--- config.mk ---
export PLATFORM = sky130hd
export DESIGN_NAME = lsu_stage
export DESIGN_NICKNAME = d
export VERILOG_FILES = /design/src/rtl/lsu_stage.sv
export SDC_FILE = /design/constraint.sdc
export NUM_CORES = 1
export LEC_CHECK = 0
export ABC_AREA = 1
export BUFFER_PORTS_ARGS = -buffer_cell sky130_fd_sc_hd__buf_2
export CORE_ASPECT_RATIO = 1.75
export CORE_MARGIN = 1
export CORE_UTILIZATION = 50
export DETAILED_ROUTE_END_ITERATION = 8
export PLACE_DENSITY_LB_ADDON = 0.15
export SLEW_MARGIN = 20
export SYNTH_ARGS = -nofsm -noshare
export SYNTH_HDL_FRONTEND = slang
export SYNTH_SLANG_ARGS = --single-unit
--- constraint.sdc ---
create_clock -name clk -period 6.8 [get_ports clk]
set_clock_uncertainty 0.15 [all_clocks]
set_input_delay 2.04 -clock clk [delete_from_list [all_inputs] [get_ports clk]]
set_output_delay 2.04 -clock clk [all_outputs]
set_load 0.02 [all_outputs]
--- src/rtl/lsu_stage.sv ---
// lsu_stage: MEM-stage load/store unit.
//
// Takes the ALU effective address, RV32I load/store funct3 and rs2 store data, issues a
// single aligned word access with byte strobes, and returns the extended load result.
// One request is in flight at a time. The memory latency can be any number of cycles.
//
// Ports:
//   clk, rst           core clock (rising edge), asynchronous active-high reset
//   req_valid          MEM-stage op is a load/store; held until resp_valid
//   req_is_store       1 = store, 0 = load
//   req_funct3         000 B, 001 H, 010 W, 100 BU, 101 HU
//   req_addr           effective address
//   req_wdata          store data (rs2)
//   req_ready          unit idle
//   mem_req            memory request, held until mem_ack
//   mem_we             write enable
//   mem_addr           word-aligned address
//   mem_wstrb          byte write strobes
//   mem_wdata          lane-replicated store data
//   mem_rdata          read data, valid with mem_ack
//   mem_ack            access complete (one-cycle pulse)
//   resp_valid         one-cycle completion pulse
//   resp_rdata         extended load data (0 for stores and faults)
//   resp_fault         misaligned or illegal funct3, qualified by resp_valid
//   stall              req_valid & ~resp_valid

module lsu_stage #(
    parameter int unsigned XLEN = 32  // only 32 is supported
) (
    input  logic            clk,
    input  logic            rst,
    input  logic            req_valid,
    input  logic            req_is_store,
    input  logic [2:0]      req_funct3,
    input  logic [XLEN-1:0] req_addr,
    input  logic [XLEN-1:0] req_wdata,
    output logic            req_ready,
    output logic            mem_req,
    output logic            mem_we,
    output logic [XLEN-1:0] mem_addr,
    output logic [3:0]      mem_wstrb,
    output logic [XLEN-1:0] mem_wdata,
    input  logic [XLEN-1:0] mem_rdata,
    input  logic            mem_ack,
    output logic            resp_valid,
    output logic [XLEN-1:0] resp_rdata,
    output logic            resp_fault,
    output logic            stall
);

    typedef enum logic [1:0] {
        StIdle,
        StBusy,
        StResp
    } state_e;

    state_e            state_q, state_d;
    logic              mem_req_q, mem_req_d;
    logic              mem_we_q, mem_we_d;
    logic [XLEN-1:0]   mem_addr_q, mem_addr_d;
    logic [3:0]        mem_wstrb_q, mem_wstrb_d;
    logic [XLEN-1:0]   mem_wdata_q, mem_wdata_d;
    logic [1:0]        off_q, off_d;
    logic [2:0]        funct3_q, funct3_d;
    logic [XLEN-1:0]   resp_rdata_q, resp_rdata_d;
    logic              resp_fault_q, resp_fault_d;

    // Request decode: fault detection, strobes and replicated store data.
    logic              req_fault;
    logic [3:0]        req_wstrb;
    logic [XLEN-1:0]   req_wdata_rep;

    always_comb begin
        req_fault = 1'b0;
        unique case (req_funct3)
            3'b000, 3'b100: req_fault = 1'b0;
            3'b001, 3'b101: req_fault = req_addr[0];
            3'b010:         req_fault = (req_addr[1:0] != 2'b00);
            default:        req_fault = 1'b1;
        endcase
        // Stores only have signed-width encodings.
        if (req_is_store && req_funct3[2]) begin
            req_fault = 1'b1;
        end
    end

    always_comb begin
        req_wstrb     = 4'b0000;
        req_wdata_rep = req_wdata;
        if (req_is_store) begin
            unique case (req_funct3[1:0])
                2'b00: begin
                    req_wstrb     = 4'b0001 << req_addr[1:0];
                    req_wdata_rep = {4{req_wdata[7:0]}};
                end
                2'b01: begin
                    req_wstrb     = 4'b0011 << {req_addr[1], 1'b0};
                    req_wdata_rep = {2{req_wdata[15:0]}};
                end
                2'b10: begin
                    req_wstrb     = 4'b1111;
                    req_wdata_rep = req_wdata;
                end
                default: begin
                    req_wstrb     = 4'b0000;
                    req_wdata_rep = req_wdata;
                end
            endcase
        end
    end

    // Load extraction from the returned word at the latched byte offset.
    logic [XLEN-1:0] rdata_shift;
    logic [XLEN-1:0] load_data;

    always_comb begin
        rdata_shift = mem_rdata >> {off_q, 3'b000};
        unique case (funct3_q)
            3'b000:  load_data = {{(XLEN-8){rdata_shift[7]}}, rdata_shift[7:0]};
            3'b100:  load_data = {{(XLEN-8){1'b0}}, rdata_shift[7:0]};
            3'b001:  load_data = {{(XLEN-16){rdata_shift[15]}}, rdata_shift[15:0]};
            3'b101:  load_data = {{(XLEN-16){1'b0}}, rdata_shift[15:0]};
            default: load_data = mem_rdata;
        endcase
    end

    // Next-state logic.
    always_comb begin
        state_d      = state_q;
        mem_req_d    = mem_req_q;
        mem_we_d     = mem_we_q;
        mem_addr_d   = mem_addr_q;
        mem_wstrb_d  = mem_wstrb_q;
        mem_wdata_d  = mem_wdata_q;
        off_d        = off_q;
        funct3_d     = funct3_q;
        resp_rdata_d = resp_rdata_q;
        resp_fault_d = resp_fault_q;

        unique case (state_q)
            StIdle: begin
                if (req_valid) begin
                    if (req_fault) begin
                        resp_fault_d = 1'b1;
                        resp_rdata_d = '0;
                        state_d      = StResp;
                    end else begin
                        mem_req_d   = 1'b1;
                        mem_we_d    = req_is_store;
                        mem_addr_d  = {req_addr[XLEN-1:2], 2'b00};
                        mem_wstrb_d = req_wstrb;
                        mem_wdata_d = req_wdata_rep;
                        off_d       = req_addr[1:0];
                        funct3_d    = req_funct3;
                        state_d     = StBusy;
                    end
                end
            end
            StBusy: begin
                if (mem_ack) begin
                    mem_req_d    = 1'b0;
                    mem_we_d     = 1'b0;
                    mem_wstrb_d  = 4'b0000;
                    resp_fault_d = 1'b0;
                    // mem_we_q still holds the op type in this cycle.
                    resp_rdata_d = mem_we_q ? '0 : load_data;
                    state_d      = StResp;
                end
            end
            StResp: begin
                state_d = StIdle;
            end
            default: begin
                state_d = StIdle;
            end
        endcase
    end

    always_ff @(posedge clk or posedge rst) begin
        if (rst) begin
            state_q      <= StIdle;
            mem_req_q    <= 1'b0;
            mem_we_q     <= 1'b0;
            mem_addr_q   <= '0;
            mem_wstrb_q  <= 4'b0000;
            mem_wdata_q  <= '0;
            off_q        <= 2'b00;
            funct3_q     <= 3'b000;
            resp_rdata_q <= '0;
            resp_fault_q <= 1'b0;
        end else begin
            state_q      <= state_d;
            mem_req_q    <= mem_req_d;
            mem_we_q     <= mem_we_d;
            mem_addr_q   <= mem_addr_d;
            mem_wstrb_q  <= mem_wstrb_d;
            mem_wdata_q  <= mem_wdata_d;
            off_q        <= off_d;
            funct3_q     <= funct3_d;
            resp_rdata_q <= resp_rdata_d;
            resp_fault_q <= resp_fault_d;
        end
    end

    assign req_ready  = (state_q == StIdle);
    assign resp_valid = (state_q == StResp);
    assign stall      = req_valid & ~resp_valid;
    assign mem_req    = mem_req_q;
    assign mem_we     = mem_we_q;
    assign mem_addr   = mem_addr_q;
    assign mem_wstrb  = mem_wstrb_q;
    assign mem_wdata  = mem_wdata_q;
    assign resp_rdata = resp_rdata_q;
    assign resp_fault = resp_fault_q;

endmodule

* Word level (Yosys, flattened, before mapping)
Index checks and enable logic that the tools add are counted.
** Operators by class
- Equality and inequality tests :: 15
- Shifts and indexed selects :: 3
- Mux-type cells :: 30
- Reduce and logical (&&, ||, !) cells :: 13
- Bitwise operators :: 3
** Operator list (count)
- 2-to-1 mux 32 bit :: 5
- case mux 32 bit (2 select lines) :: 2
- case mux 32 bit (4 select lines) :: 1
- >> shifter 32 x 5 -> 16 bit :: 1
- 2-to-1 mux 4 bit :: 4
- equality test 3 bit, second input constant :: 4
- case mux 4 bit (3 select lines) :: 1
- 2-to-1 mux 1 bit :: 8
- case mux 4 bit (2 select lines) :: 1
- AND reduction 4 bit :: 2
- equality test 3 x 1 -> 1 bit, second input constant :: 2
- logical NOT 3 bit :: 2
- 2-to-1 mux 2 bit :: 3
- inequality test 2 bit, second input constant :: 3
- case mux 1 bit (2 select lines) :: 3
- equality test 2 x 1 -> 1 bit, second input constant :: 2
- equality test 2 bit, second input constant :: 2
- logical NOT 2 bit :: 2
- case mux 2 bit (2 select lines) :: 1
- nonzero test 2 bit :: 2
- OR reduction 2 bit :: 2
- << shifter 1 x 2 -> 4 bit, first input constant :: 1
- << shifter 2 x 2 -> 4 bit, first input constant :: 1
- equality test 3 x 2 -> 1 bit, second input constant :: 1
- 7 further kinds :: 8
** Word-level totals
- Output and inout bits :: 106
- Flip-flop bits (word level) :: 108
- Input bits :: 104

* Longest topological paths before layout
Gate-level depths: netlist of the first run.
- Word-level depth :: 7
- Mapped depth :: 10
- Depth with buffers taken out :: 9

* Least setup slack after synthesis of the first run
Ideal clock, no wire load.
- Path type :: input -> output
- Start :: in req_valid
- End :: out stall
- Path slack :: 2.224 ns
- Arrival time :: 2.386 ns
- Cell stages on the path :: 2
- Path buffers :: 0
- Cell sequence :: inv_1 -> nor2_1
** Between the ends
- Cells in the longest elaborated chain, start to end :: 1
** RTL lines
- start, declared :: line 32 : input logic req_valid,
- AND 1 bit :: line 207 : assign stall = req_valid & ~resp_valid;
- end, declared :: line 48 : output logic stall
Every way passes these cells.

* Worst setup path after layout of the first run
Same ends and word-level chain as after synthesis.

==> results of run 1 <==
cell families (layout without fill, tap and decap cells):
| kind of cell | Yosys count | after routing |
|---|---|---|
| simple gates | 412 | 412 |
| buf+inv | 77 | 260 |
| compound gates | 79 | 79 |
| flops | 108 | 108 |
| other cells | 1 | 2 |
| mux | 8 | 8 |
stage by stage:
step                      hold slack (ns)  instances  area (um^2)  util [%]  setup slack, ns
final                               0.319        996         6630      64.4             2.11
after global routing                0.337        996         6630      64.4             2.11
after CTS                           0.321        996         6630      64.3             2.13
after detailed placement            0.303        981         6350      61.6             2.11
after global placement              0.299        981         6350      61.6             2.15
after floorplan                     0.315        686         5310         -             1.76
state kept, by name, summed over array words and instances (netlist names):
register and cells:
mem_wdata 32, resp_rdata 32, mem_addr 30, mem_wstrb 4
funct3_q 3, off_q 2, state_q 2, mem_req 1
mem_we 1, resp_fault 1
worst reg2reg max path: stages (launching register included):
cell     delay, ns
dfrtp_1       0.79
inv_1         0.42
nand2_1       0.37
nor2_1        0.08
nand2_1       0.08
nand3_2       0.28
nand3_1       0.22
nand2_1       0.08
layout by cell type (no fill, tap or decap), drive strengths merged:
cell and instances:
o221ai 1, o21ai 45, or2 14, nor3 2
mux2i 8, clkinv 2, dfrtp 108, buf 210
o2111ai 5, clkbuf 9, clkinvlp 1, nand4 5
conb 2, a21oi 11, nand3 90, nand2 286
inv 38, nor2 15, a21boi 4, o211ai 1
a22oi 12
worst min-delay path by stage:
stage / from / slack (ns) / end
CTS: mem_wdata[6] / 0.32 / mem_wdata[6]
global route: mem_wdata[6] / 0.34 / mem_wdata[6]
detailed placement: resp_rdata[3] / 0.30 / resp_rdata[3]
floorplan: funct3_q[2] / 0.32 / funct3_q[2]
global placement: mem_addr[14] / 0.30 / mem_addr[14]
finish: mem_addr[3] / 0.32 / mem_addr[3]
per-layer routing:
| metal | GRT usage (%) | vias up | share of wire, % |
|---|---|---|---|
| met5 | 0 | - | 0 |
| met2 | 53.4 | 225 | 54 |
| met1 | 31.8 | 2541 | 36 |
| met4 | 15.8 | 0 | 4.0 |
| li1 | - | 2565 | - |
| met3 | 4.49 | 42 | 5.5 |
layout make-up:
class / instances / area [um^2]
clock buffers: 9 / 225
clock inverters: 6 / 56.3
fillers: 962 / 3670
inverters: 35 / 134
multi-input cells: 501 / 2290
flip-flops and latches: 108 / 2700
well taps: 127 / 159
repair buffers: 210 / 1060
power breakdown:
group          switching [mW]  internal, mW  total (mW)
Combinational           0.885         0.400        1.29
Sequential              0.179         0.896        1.08
Clock                   0.253         0.255       0.508
==> impl_metrics.json, run 1 <==
{
  "hpwl_mm": 11.5,
  "ir_drop_mv": 0.306,
  "async_flop_share_pct": 100,
  "clock_sinks": 108,
  "worst_slew_pin_slew_ns": 0.979,
  "synthAdderAreaFrac_pct": 0,
  "rows": 49,
  "cp-end-kind": "primary output",
  "fp.dieH_um": 138,
  "setup.worst_path.class": "in -> out",
  "grt_use_total_pct": 29.5,
  "ctsHoldBuffers": 0,
  "power.leakage_nw": 3.92,
  "root_buffer": "clkbuf_16",
  "crit_path_start": "req_valid",
  "synth_area_um2": 5310,
  "ant_nets": 0,
  "synth_top_cell_by_area": "dfrtp_1",
  "gp_congestion": 0.951,
  "power_mw": 2.87,
  "nets": 969,
  "drive_above_1_share_pct": 28.8,
  "die_w_um": 79.9,
  "synth_xor_xnor_area_share_pct": 0,
  "ys.flop_type": "dfrtp_1",
  "tns_ns": 0,
  "cpMaxStageDelayCell": "buf_2",
  "cp_cell_sequence": "buf_2 -> inv_1 -> nor2_1 -> buf_2",
  "dr.pass1.iters": 5,
  "status": "completed",
  "htree_num_levels": 3,
  "synth_edf_count": 0,
  "synth-seq-cells": 108,
  "hold_viol": 0,
  "ctsResizeCount": 0,
  "finalSetupViolCount": 0,
  "r2r_start": "funct3_q[1]",
  "crit_family": "buffers and inverters",
  "clockBufferDepth": 2,
  "synth_sequential_area_ratio_pct": 50.9,
  "ios": 210,
  "wl_per_cell_um": 15.8,
  "fmax_mhz": 213,
  "dieArea_um2": 11000,
  "ys_types": 29,
  "wirelength_mm": 15.8,
  "clk_latency_ns": 0.34,
  "cpMostUsedCell": "buf_2",
  "r2r_slack_ns": 4.22,
  "drc_errors": 0,
  "syn2layout_area_growth_pct": 25.0,
  "grt_max_degree": 89,
  "synth_cells": 685,
  "syn_area_per_cell_um2": 7.74,
  "max_slew_margin_pct": 34.6,
  "numCtsBuffers": 9,
  "grt_pass1_wl_mm": 25.2,
  "synth_compound_area_share_pct": 8.68,
  "yosysTopAreaCellShare_pct": 50.9,
  "ys_warn_count": 0,
  "grt_overflow": 0,
  "muxShareOfSynthArea_pct": 1.51,
  "min_period_over_period_pct": 68.9,
  "diodes": 0,
  "cpPeakStageDelay_ns": 0.18,
  "cts_tree": "yes",
  "first_global_vias": 5303,
  "crit_end": "stall",
  "synth_commonest_cells": "285 x nand2_1, 108 x dfrtp_1, 88 x nand3_1",
  "report.final.slew_viol_count": 0,
  "synthSimpleGateAreaFrac_pct": 32.8,
  "synth_top_family_by_area": "simple AND/OR/NAND/NOR gates",
  "postCtsSetupRepairBufs": 0,
  "post-synth-top-count-cell": "nand2_1",
  "drt_iter0_drc": 243,
  "start_util_pct": 51.5,
  "required_ns": 4.61,
  "netlist_top_cells_area": "dfrtp_1 51%, nand2_1 20%, nand3_1 8.3%",
  "grt_antenna_before_repair": 0,
  "vias_per_cell": 5.39,
  "critPathMaxFanout": 3,
  "rr_worst_depth": 7,
  "drv_cap": 0,
  "vias": 5373,
  "min_path_type": "reg -> reg",
  "hold_depth": 2,
  "port_buffers": 207,
  "cellPowerDensity_nw_per_um2": 433,
  "arrival_ns": 2.50,
  "critical_path_buf_inv_count": 3,
  "worstReg2RegEnd": "resp_rdata[28]",
  "core_area_um2": 10300,
  "start_kind": "primary input",
  "period_minus_slack_ns": 4.69,
  "rsz0062_at_grt": "false",
  "crit_cells": 4,
  "path_clk_slew_ns": 0.08
}
(Power assumes the default switching activity.)
==> run 2, diff against run 1 <==
Settings changed: CORE_UTILIZATION 50 to 49.
Clock period 6.8 ns to 4.8 ns, I/O delays scaled along.
==> run 2 against run 1 <==
Hold slack about the same. Combinational power increased by 43%. Routed wire length increased by 3.1%. Clock power increased by 47%. Highest routed layer unchanged. Largest cell class unchanged. Total power increased by 44%. Largest power group unchanged.
==> impl_metrics.json, run 2 (synthesis gave the netlist of run 1 again) <==
{
  "status": "completed",
  "ir_drop_mv": 0.392,
  "ctsHoldBuffers": 0,
  "grt_antenna_before_repair": 0,
  "root_buffer": "clkbuf_16",
  "dr.pass1.iters": 6,
  "gp_congestion": 0.941,
  "wirelength_mm": 16.3,
  "core_area_um2": 10400,
  "first_global_vias": 5270,
  "htree_num_levels": 3,
  "power.leakage_nw": 3.95,
  "clockBufferDepth": 2,
  "grt_max_degree": 57,
  "required_ns": 3.21,
  "vias": 5363,
  "final_cells": 1001,
  "drive_above_1_share_pct": 28.8,
  "final_common_cell": "nand2_1",
  "worstReg2RegEnd": "resp_rdata[3]",
  "numCtsBuffers": 9,
  "cpPeakStageDelay_ns": 0.16,
  "period_minus_slack_ns": 3.46,
  "max_slew_margin_pct": 34.6,
  "ios": 210,
  "port_buffers": 207,
  "tns_ns": 0,
  "r2r_start": "off_q[0]",
  "power_mw": 4.12,
  "min_period_over_period_pct": 72.1,
  "finalSetupViolCount": 0,
  "dp_cells": 985,
  "grt_pass1_wl_mm": 25.8,
  "postCtsSetupRepairBufs": 0,
  "cp_cell_sequence": "buf_2 -> inv_1 -> nor2_1 -> buf_2",
  "hpwl_mm": 12.1,
  "arrival_ns": 1.87,
  "r2r_slack_ns": 2.17,
  "rr_worst_depth": 5,
  "setup.worst_path.class": "in -> out",
  "cellPowerDensity_nw_per_um2": 616,
  "crit_path_start": "req_valid",
  "grt_overflow": 0,
  "start_util_pct": 50.9,
  "min_path_type": "reg -> reg",
  "clock_sinks": 108,
  "critPathMaxFanout": 3,
  "cpMaxStageDelayCell": "buf_2",
  "die_w_um": 80.7,
  "dieArea_um2": 11300,
  "ctsResizeCount": 0,
  "path_clk_slew_ns": 0.08,
  "layout_common_cells": "285 x nand2_1, 207 x buf_2, 108 x dfrtp_1, 88 x nand3_1, 34 x o21ai_0",
  "hold_depth": 2,
  "drv_cap": 0,
  "nets": 973,
  "cp-end-kind": "primary output",
  "cts_tree": "yes",
  "cpMostUsedCell": "buf_2",
  "drc_errors": 0,
  "syn2layout_area_growth_pct": 25.9,
  "min_from": "mem_addr[4]",
  "rsz0062_at_grt": "false",
  "report.final.slew_viol_count": 0,
  "clk_latency_ns": 0.34,
  "drt_iter0_drc": 273,
  "hold_viol": 0,
  "grt_use_total_pct": 30.0,
  "fp.dieH_um": 140,
  "final_core_util_pct": 64.1,
  "holdPathEnd": "mem_addr[4]",
  "vias_per_cell": 5.36,
  "wl_per_cell_um": 16.2,
  "worst_slew_pin_slew_ns": 0.980,
  "start_kind": "primary input",
  "ant_nets": 0,
  "fmax_mhz": 289,
  "diodes": 0,
  "rows": 49
}
-- run 2: stage by stage --
| step | setup WS (ns) | hold slack, ns | cell area [um^2] |
|---|---|---|---|
| 5_1_grt | 1.31 | 0.338 | 6680 |
| 3_3_place_gp | 1.34 | 0.301 | 6390 |
| 3_5_place_dp | 1.34 | 0.304 | 6390 |
| 4_1_cts | 1.34 | 0.322 | 6680 |
| 2_1_floorplan | 0.364 | 0.315 | 5310 |
| 6_report | 1.34 | 0.319 | 6680 |
-- run 2: where the power goes --
group | switching (mW) | internal (mW) | leakage (nW) | total, mW
clock network | 0.338 | 0.408 | 0.140 | 0.745
registers | 0.265 | 1.27 | 1.40 | 1.54
logic | 1.26 | 0.577 | 2.41 | 1.84
total | 1.86 | 2.25 | 3.95 | 4.12
-- run 2: layout make-up --
cell class,instances,area [um^2]
fill,955,3740
inverter,35,134
multi-input combinational,501,2290
timing repair buffer,214,1100
tap,127,159
sequential,108,2700
clock buffer,11,233
clock inverter,5,60.1
-- run 2: per-layer routing --
layer / track usage [%] / share of wire [%] / vias up / wire length, um
li1: - / - / 2576 / -
met1: 33.6 / 35 / 2500 / 5730
met2: 52.6 / 54 / 236 / 8800
met3: 4.59 / 5.7 / 51 / 928
met4: 17.2 / 4.9 / 0 / 796
met5: 0 / 0 / - / 0
-- run 2: worst max-delay path by stage --
stage,depth (start not counted),endpoint,slack [ns]
2_1_floorplan,1,funct3_q[0],0.36
3_3_place_gp,4,stall,1.34
3_5_place_dp,4,stall,1.34
4_1_cts,4,stall,1.34
5_1_grt,4,stall,1.31
6_report,4,stall,1.34
-- run 2: worst max-delay path: cells and delay by family --
kind	cells	cell delay (ns)
buffers and inverters	3	0.36
and+or+nand+nor	1	0.06
